<file path="config.mk">
export PLATFORM = sky130hd
export DESIGN_NAME = constraint_sampler
export DESIGN_NICKNAME = d
export VERILOG_FILES = /design/src/rtl/constraint_sampler_pkg.sv /design/src/rtl/xorshift64.sv /design/src/rtl/constraint_sampler.sv
export SDC_FILE = /design/constraint.sdc
export NUM_CORES = 2
export LEC_CHECK = 0
export BUFFER_PORTS_ARGS = -buffer_cell sky130_fd_sc_hd__buf_4
export CAP_MARGIN = 20
export CORE_AREA = 2 2 453 455
export CTS_CLUSTER_DIAMETER = 150
export CTS_CLUSTER_SIZE = 40
export DETAILED_ROUTE_END_ITERATION = 8
export DIE_AREA = 0 0 455 457
export PLACE_DENSITY = 0.47
export SLEW_MARGIN = 20
export SYNTH_ARGS = -nofsm -noshare
export SYNTH_HDL_FRONTEND = slang
export SYNTH_SLANG_ARGS = --single-unit
</file>
<file path="constraint.sdc">
create_clock -name clk -period 7 [get_ports clk]
set_input_delay 1.4 -clock clk [delete_from_list [all_inputs] [get_ports clk]]
set_output_delay 1.4 -clock clk [all_outputs]
set_load 0.01 [all_outputs]
</file>
<file path="src/rtl/constraint_sampler_pkg.sv">
// Shared types and constants for the constraint sampler and its xorshift64 PRNG.
package constraint_sampler_pkg;

  localparam int unsigned PRNG_W = 64;
  localparam logic [PRNG_W-1:0] DEFAULT_SEED = 64'h9E3779B97F4A7C15;

  localparam int unsigned XS_A = 13;
  localparam int unsigned XS_B = 7;
  localparam int unsigned XS_C = 17;

  typedef enum logic [2:0] {
    ST_IDLE,
    ST_FILL,
    ST_CHECK,
    ST_OFFER,
    ST_DONE
  } state_e;

  function automatic logic [PRNG_W-1:0] xorshift_step(input logic [PRNG_W-1:0] x);
    logic [PRNG_W-1:0] t;
    t = x ^ (x << XS_A);
    t = t ^ (t >> XS_B);
    t = t ^ (t << XS_C);
    return t;
  endfunction

endpackage

</file>
<file path="src/rtl/xorshift64.sv">
// xorshift64 PRNG register; a zero seed is replaced by SEED since all-zero is a fixed point.
module xorshift64
  import constraint_sampler_pkg::*;
#(
  parameter logic [PRNG_W-1:0] SEED = DEFAULT_SEED
) (
  input  logic              clk,
  input  logic              rst_n,
  input  logic              load,
  input  logic [PRNG_W-1:0] seed,
  input  logic              advance,
  output logic [PRNG_W-1:0] value
);

  logic [PRNG_W-1:0] x_q, x_d;

  always_comb begin
    x_d = x_q;
    if (load) begin
      x_d = (seed == '0) ? SEED : seed;
    end else if (advance) begin
      x_d = xorshift_step(x_q);
    end
  end

  always_ff @(posedge clk or negedge rst_n) begin
    if (!rst_n) begin
      x_q <= SEED;
    end else begin
      x_q <= x_d;
    end
  end

  assign value = x_q;

endmodule

</file>
<file path="src/rtl/constraint_sampler.sv">
// Rejection sampler: fills a candidate from the PRNG, asks the checker, and
// streams only satisfying candidates to the sink.
module constraint_sampler
  import constraint_sampler_pkg::*;
#(
  parameter int unsigned       CAND_W = 512,
  parameter int unsigned       TRY_W  = 20,
  parameter logic [PRNG_W-1:0] SEED   = DEFAULT_SEED
) (
  input  logic              clk,
  input  logic              rst_n,
  input  logic              start,
  input  logic [15:0]       n_samples,
  input  logic [TRY_W-1:0]  max_tries,
  input  logic              seed_load,
  input  logic [PRNG_W-1:0] seed,
  output logic [CAND_W-1:0] cand,
  input  logic              sat,
  output logic              s_valid,
  input  logic              s_ready,
  output logic [CAND_W-1:0] s_data,
  output logic              busy,
  output logic              done,
  output logic              timeout,
  output logic [TRY_W-1:0]  tries,
  output logic [15:0]       accepted
);

  localparam int unsigned WORDS = CAND_W / PRNG_W;
  localparam int unsigned FC_W  = (WORDS > 1) ? $clog2(WORDS) : 1;

  state_e              state_q, state_d;
  logic [FC_W-1:0]     fill_q, fill_d;
  logic [CAND_W-1:0]   cand_q, cand_d;
  logic [CAND_W-1:0]   sdata_q, sdata_d;
  logic [TRY_W-1:0]    tries_q, tries_d, tries_inc;
  logic [15:0]         acc_q, acc_d;
  logic [15:0]         nsamp_q, nsamp_d;
  logic [TRY_W-1:0]    maxt_q, maxt_d;
  logic                timeout_q, timeout_d;
  logic [PRNG_W-1:0]   prng;

  xorshift64 #(.SEED(SEED)) u_prng (
    .clk     (clk),
    .rst_n   (rst_n),
    .load    (seed_load && (state_q == ST_IDLE)),
    .seed    (seed),
    .advance (state_q == ST_FILL),
    .value   (prng)
  );

  always_comb begin
    state_d   = state_q;
    fill_d    = fill_q;
    cand_d    = cand_q;
    sdata_d   = sdata_q;
    tries_d   = tries_q;
    acc_d     = acc_q;
    nsamp_d   = nsamp_q;
    maxt_d    = maxt_q;
    timeout_d = timeout_q;
    tries_inc = (tries_q == '1) ? tries_q : tries_q + TRY_W'(1);

    case (state_q)
      ST_IDLE: begin
        if (start) begin
          tries_d   = '0;
          acc_d     = '0;
          timeout_d = 1'b0;
          fill_d    = '0;
          nsamp_d   = n_samples;
          maxt_d    = max_tries;
          state_d   = (n_samples == '0) ? ST_DONE : ST_FILL;
        end
      end
      ST_FILL: begin
        // Earlier words move toward the MSBs; the last word drawn lands at var_0.
        cand_d = (cand_q << PRNG_W) | CAND_W'(prng);
        fill_d = fill_q + FC_W'(1);
        if (fill_q == FC_W'(WORDS - 1)) begin
          fill_d  = '0;
          state_d = ST_CHECK;
        end
      end
      ST_CHECK: begin
        tries_d = tries_inc;
        if (sat) begin
          sdata_d = cand_q;
          state_d = ST_OFFER;
        end else if ((maxt_q != '0) && (tries_inc == maxt_q)) begin
          timeout_d = 1'b1;
          state_d   = ST_DONE;
        end else begin
          state_d = ST_FILL;
        end
      end
      ST_OFFER: begin
        if (s_ready) begin
          acc_d   = acc_q + 16'd1;
          tries_d = '0;
          state_d = (acc_q + 16'd1 == nsamp_q) ? ST_DONE : ST_FILL;
        end
      end
      ST_DONE: state_d = ST_IDLE;
      default: state_d = ST_IDLE;
    endcase
  end

  always_ff @(posedge clk or negedge rst_n) begin
    if (!rst_n) begin
      state_q   <= ST_IDLE;
      fill_q    <= '0;
      cand_q    <= '0;
      sdata_q   <= '0;
      tries_q   <= '0;
      acc_q     <= '0;
      nsamp_q   <= '0;
      maxt_q    <= '0;
      timeout_q <= 1'b0;
    end else begin
      state_q   <= state_d;
      fill_q    <= fill_d;
      cand_q    <= cand_d;
      sdata_q   <= sdata_d;
      tries_q   <= tries_d;
      acc_q     <= acc_d;
      nsamp_q   <= nsamp_d;
      maxt_q    <= maxt_d;
      timeout_q <= timeout_d;
    end
  end

  assign cand     = cand_q;
  assign s_data   = sdata_q;
  assign s_valid  = (state_q == ST_OFFER);
  assign busy     = (state_q != ST_IDLE);
  assign done     = (state_q == ST_DONE);
  assign timeout  = timeout_q;
  assign tries    = tries_q;
  assign accepted = acc_q;

endmodule

</file>
==> impl_metrics.toml <==
[synth]
avgSynthCellArea_sq_um = 10.77
synth-seq-cells = 1167
synthCells = 4413
synthDistinctLibCells = 66
async_flop_share_pct = 100.0
synth_edf_count = 0
syn_area_sq_mm = 0.04751
yosysWarnings = 0
syn_nets = 4523
seq_area_frac_synth_pct = 61.56
ys.flop_type = "dfrtp_1"

[setup_path]
endpoint_kind = "flop"
r2r_setup_slack_ps = 3320
reg2reg_to = "state_q[0]"
cp-start-kind = "input pin"
crit_path_top_delay_cell = "nand2b_1"
cp_data_required_time_ps = 7660
r2r.worst_path.cells = 8
arrival_ps = 4400
path_cells = "buf_4 > nor4_2 > buf_4 > nand4_1 > nor4_4 > buf_4 > nand2b_1 > o221a_2"
crit_family = "simple AND/OR/NAND/NOR gates"
cp_max_fo = 23
critPathMaxStageDelay_ps = 870
worst-path-buf-inv = 3
cp_common_cell = "buf_4"
reg2reg_from = "tries[0]"
crit_type = "in2reg"

[place]
numPortBuffers = 1169
hpwl_um = 155700
place_congestion = 0.8857
placed_cell_area_sq_mm = 0.05929

[clock_tree]
path_clk_slew_ps = 140
htreeDepth = 2
cts_buffer_depth = 3
clockRootBuffer = "clkbuf_16"
post_cts_buffers = 0
cts_hold_buf = 0
cts_tree = "done"
cts_resized = 0
cts_sinks = 1167
clk_latency_ps = 710
cts_buffers = 40

[final_layout]
final_common_cell = "nand2_1"
syn2layout_area_growth_pct = 27.56
final_cell_area_sq_mm = 0.06061
nets = 5520
fillers = 21280
layout_common_cells = "1724 x nand2_1, 1205 x buf_4, 1129 x dfrtp_1, 513 x mux2_2, 166 x xnor2_1"
drive_gt1_share_pct = 34.03

[grt]
first_global_vias = 34870
antenna_found_initial = 10
grt.total_usage_pct = 18.96
grt_max_degree = 182
grt_pass1_wl_um = 284300
grt-ovfl-total = 0

[die]
die_w_um = 455
dieHeight_um = 457
core_area_sq_mm = 0.2033
dieArea_sq_mm = 0.2079
row_count = 166
start_util_pct = 23.37
io_pins = 1170

[timing]
holdWs_ps = 507.1
max_slew.worst_pin.slew_ps = 1197
final_max_slew_viol_count = 0
slew_headroom_pct = 20.19
hold_violations = 0
rsz0062_at_grt = "false"
period_minus_slack_ps = 3739
tns_ps = 0
finClkSkew_ps = 60.10
fin_crit_sh_pct = 53.42
setup_violations = 0
fmax_ghz = 0.2674

[worst_hold_path]
min_to = "cand[506]"
hold_path.class = "reg2reg"
whs_path_depth = 2
hp-start = "cand[506]"

[route]
ant_nets = 0
drt-wirelength-per-cell_um = 25.28
drc = 0
viasPerCell = 4.457
via_count = 36180
drt_iter0_drc = 2615
drtPass1Iterations = 5
routed_wl_um = 205200

[status]
outcome = "completed"

[power]
leakagePower_nw = 30.49
vdd_drop_max_mv = 0.3161
p_per_area_mw_per_mm2 = 531.4

[flow_run]
maxCapViolCount = 0
[synthesized netlist by cell type, types with 11 or more instances]
library cell / instances / area [sq um]
nand3_1: 28 / 140.1
and3_1: 11 / 68.82
o21ai_0: 62 / 310.3
xor2_1: 60 / 525.5
mux2_2: 513 / 5777
nand2_1: 1725 / 6475
buf_1: 11 / 41.29
o22ai_1: 37 / 231.5
clkbuf_1: 240 / 900.9
nor2_1: 101 / 379.1
a21oi_1: 67 / 335.3
xnor2_1: 166 / 1454
nand4_1: 21 / 131.4
nor4_1: 31 / 193.9
dfstp_2: 38 / 998.5
dfrtp_1: 1129 / 28250
nor3_1: 21 / 105.1
[logic make-up (layout without fill, tap and decap cells)]
family                   after synthesis  count (layout)  synth area share (%)
flip-flops                          1167            1167                 61.56
buffers and inverters                273            1288                 2.217
AO/OA/AOI/OAI                        240             240                 3.123
adder cells (fa/ha/maj)                4               4                0.1053
AND/OR/NAND/NOR                     1982            1982                 16.50
other                                  0               1                     0
multiplexers                         521             521                 12.33
XOR/XNOR                             226             226                 4.166
[routing by layer]
metal / vias up / share of wire (%) / GRT usage (%)
met5: - / 0 / 0
met4: 0 / 2.8 / 4.885
met3: 164 / 4.4 / 2.392
met2: 1059 / 50 / 33.02
met1: 18660 / 42 / 24.62
li1: 16300 / - / -
[area by class of cell]
cell class              count  area [sq um]  share of cell area (%)
diodes                      1         2.502                0.004129
clock inverters            15         289.0                  0.4769
repair buffers           1222          9394                   15.50
clock buffers              45          1020                   1.682
flip-flops and latches   1167         29250                   48.26
multi-input cells        2973         17270                   28.49
well taps                2688          3363                   5.549
inverters                   6         22.52                 0.03716
[through the flow]
stage / cells / utilization (%) / worst slack, ps / total power, mW
after floorplan: 4413 / - / 3897 / 19.98
after global placement: 8056 / 29.16 / 2495 / 28.94
after detailed placement: 8056 / 29.16 / 2541 / 29.09
after CTS: 8116 / 29.80 / 3298 / 32.68
after global routing: 8117 / 29.81 / 3119 / 34.22
final: 8117 / 29.81 / 3261 / 32.21
[where the power goes]
group | switching [mW] | internal (mW)
Sequential | 3.79 | 9.62
Clock | 2.38 | 1.14
Combinational | 8.48 | 6.80
Total | 14.6 | 17.6
[tightest hold or removal path: stages (launching register included)]
cell,delay (ps)
dfrtp_1,370
nand2_1,50
nand2_1,50
[how the worst max path moves through the flow]
stage / startpoint / end / slack, ps / cells after the start
after floorplan: seed[0] / u_prng.value[25] / 3900 / 7
after global placement: seed[6] / u_prng.value[25] / 2500 / 9
after detailed placement: seed[6] / u_prng.value[58] / 2540 / 9
after CTS: state_q[1] / busy / 3300 / 3
after global routing: seed[6] / u_prng.value[59] / 3120 / 9
final: seed[6] / u_prng.value[26] / 3260 / 8
[state kept, by name, summed over array words and instances (netlist names)]
name,count
nsamp_q,16
state_q,3
tries,20
timeout,1
accepted,16
fill_q,3
maxt_q,20
u_prng.value,64
cand,512
s_data,512
(Power assumes the default switching activity.)
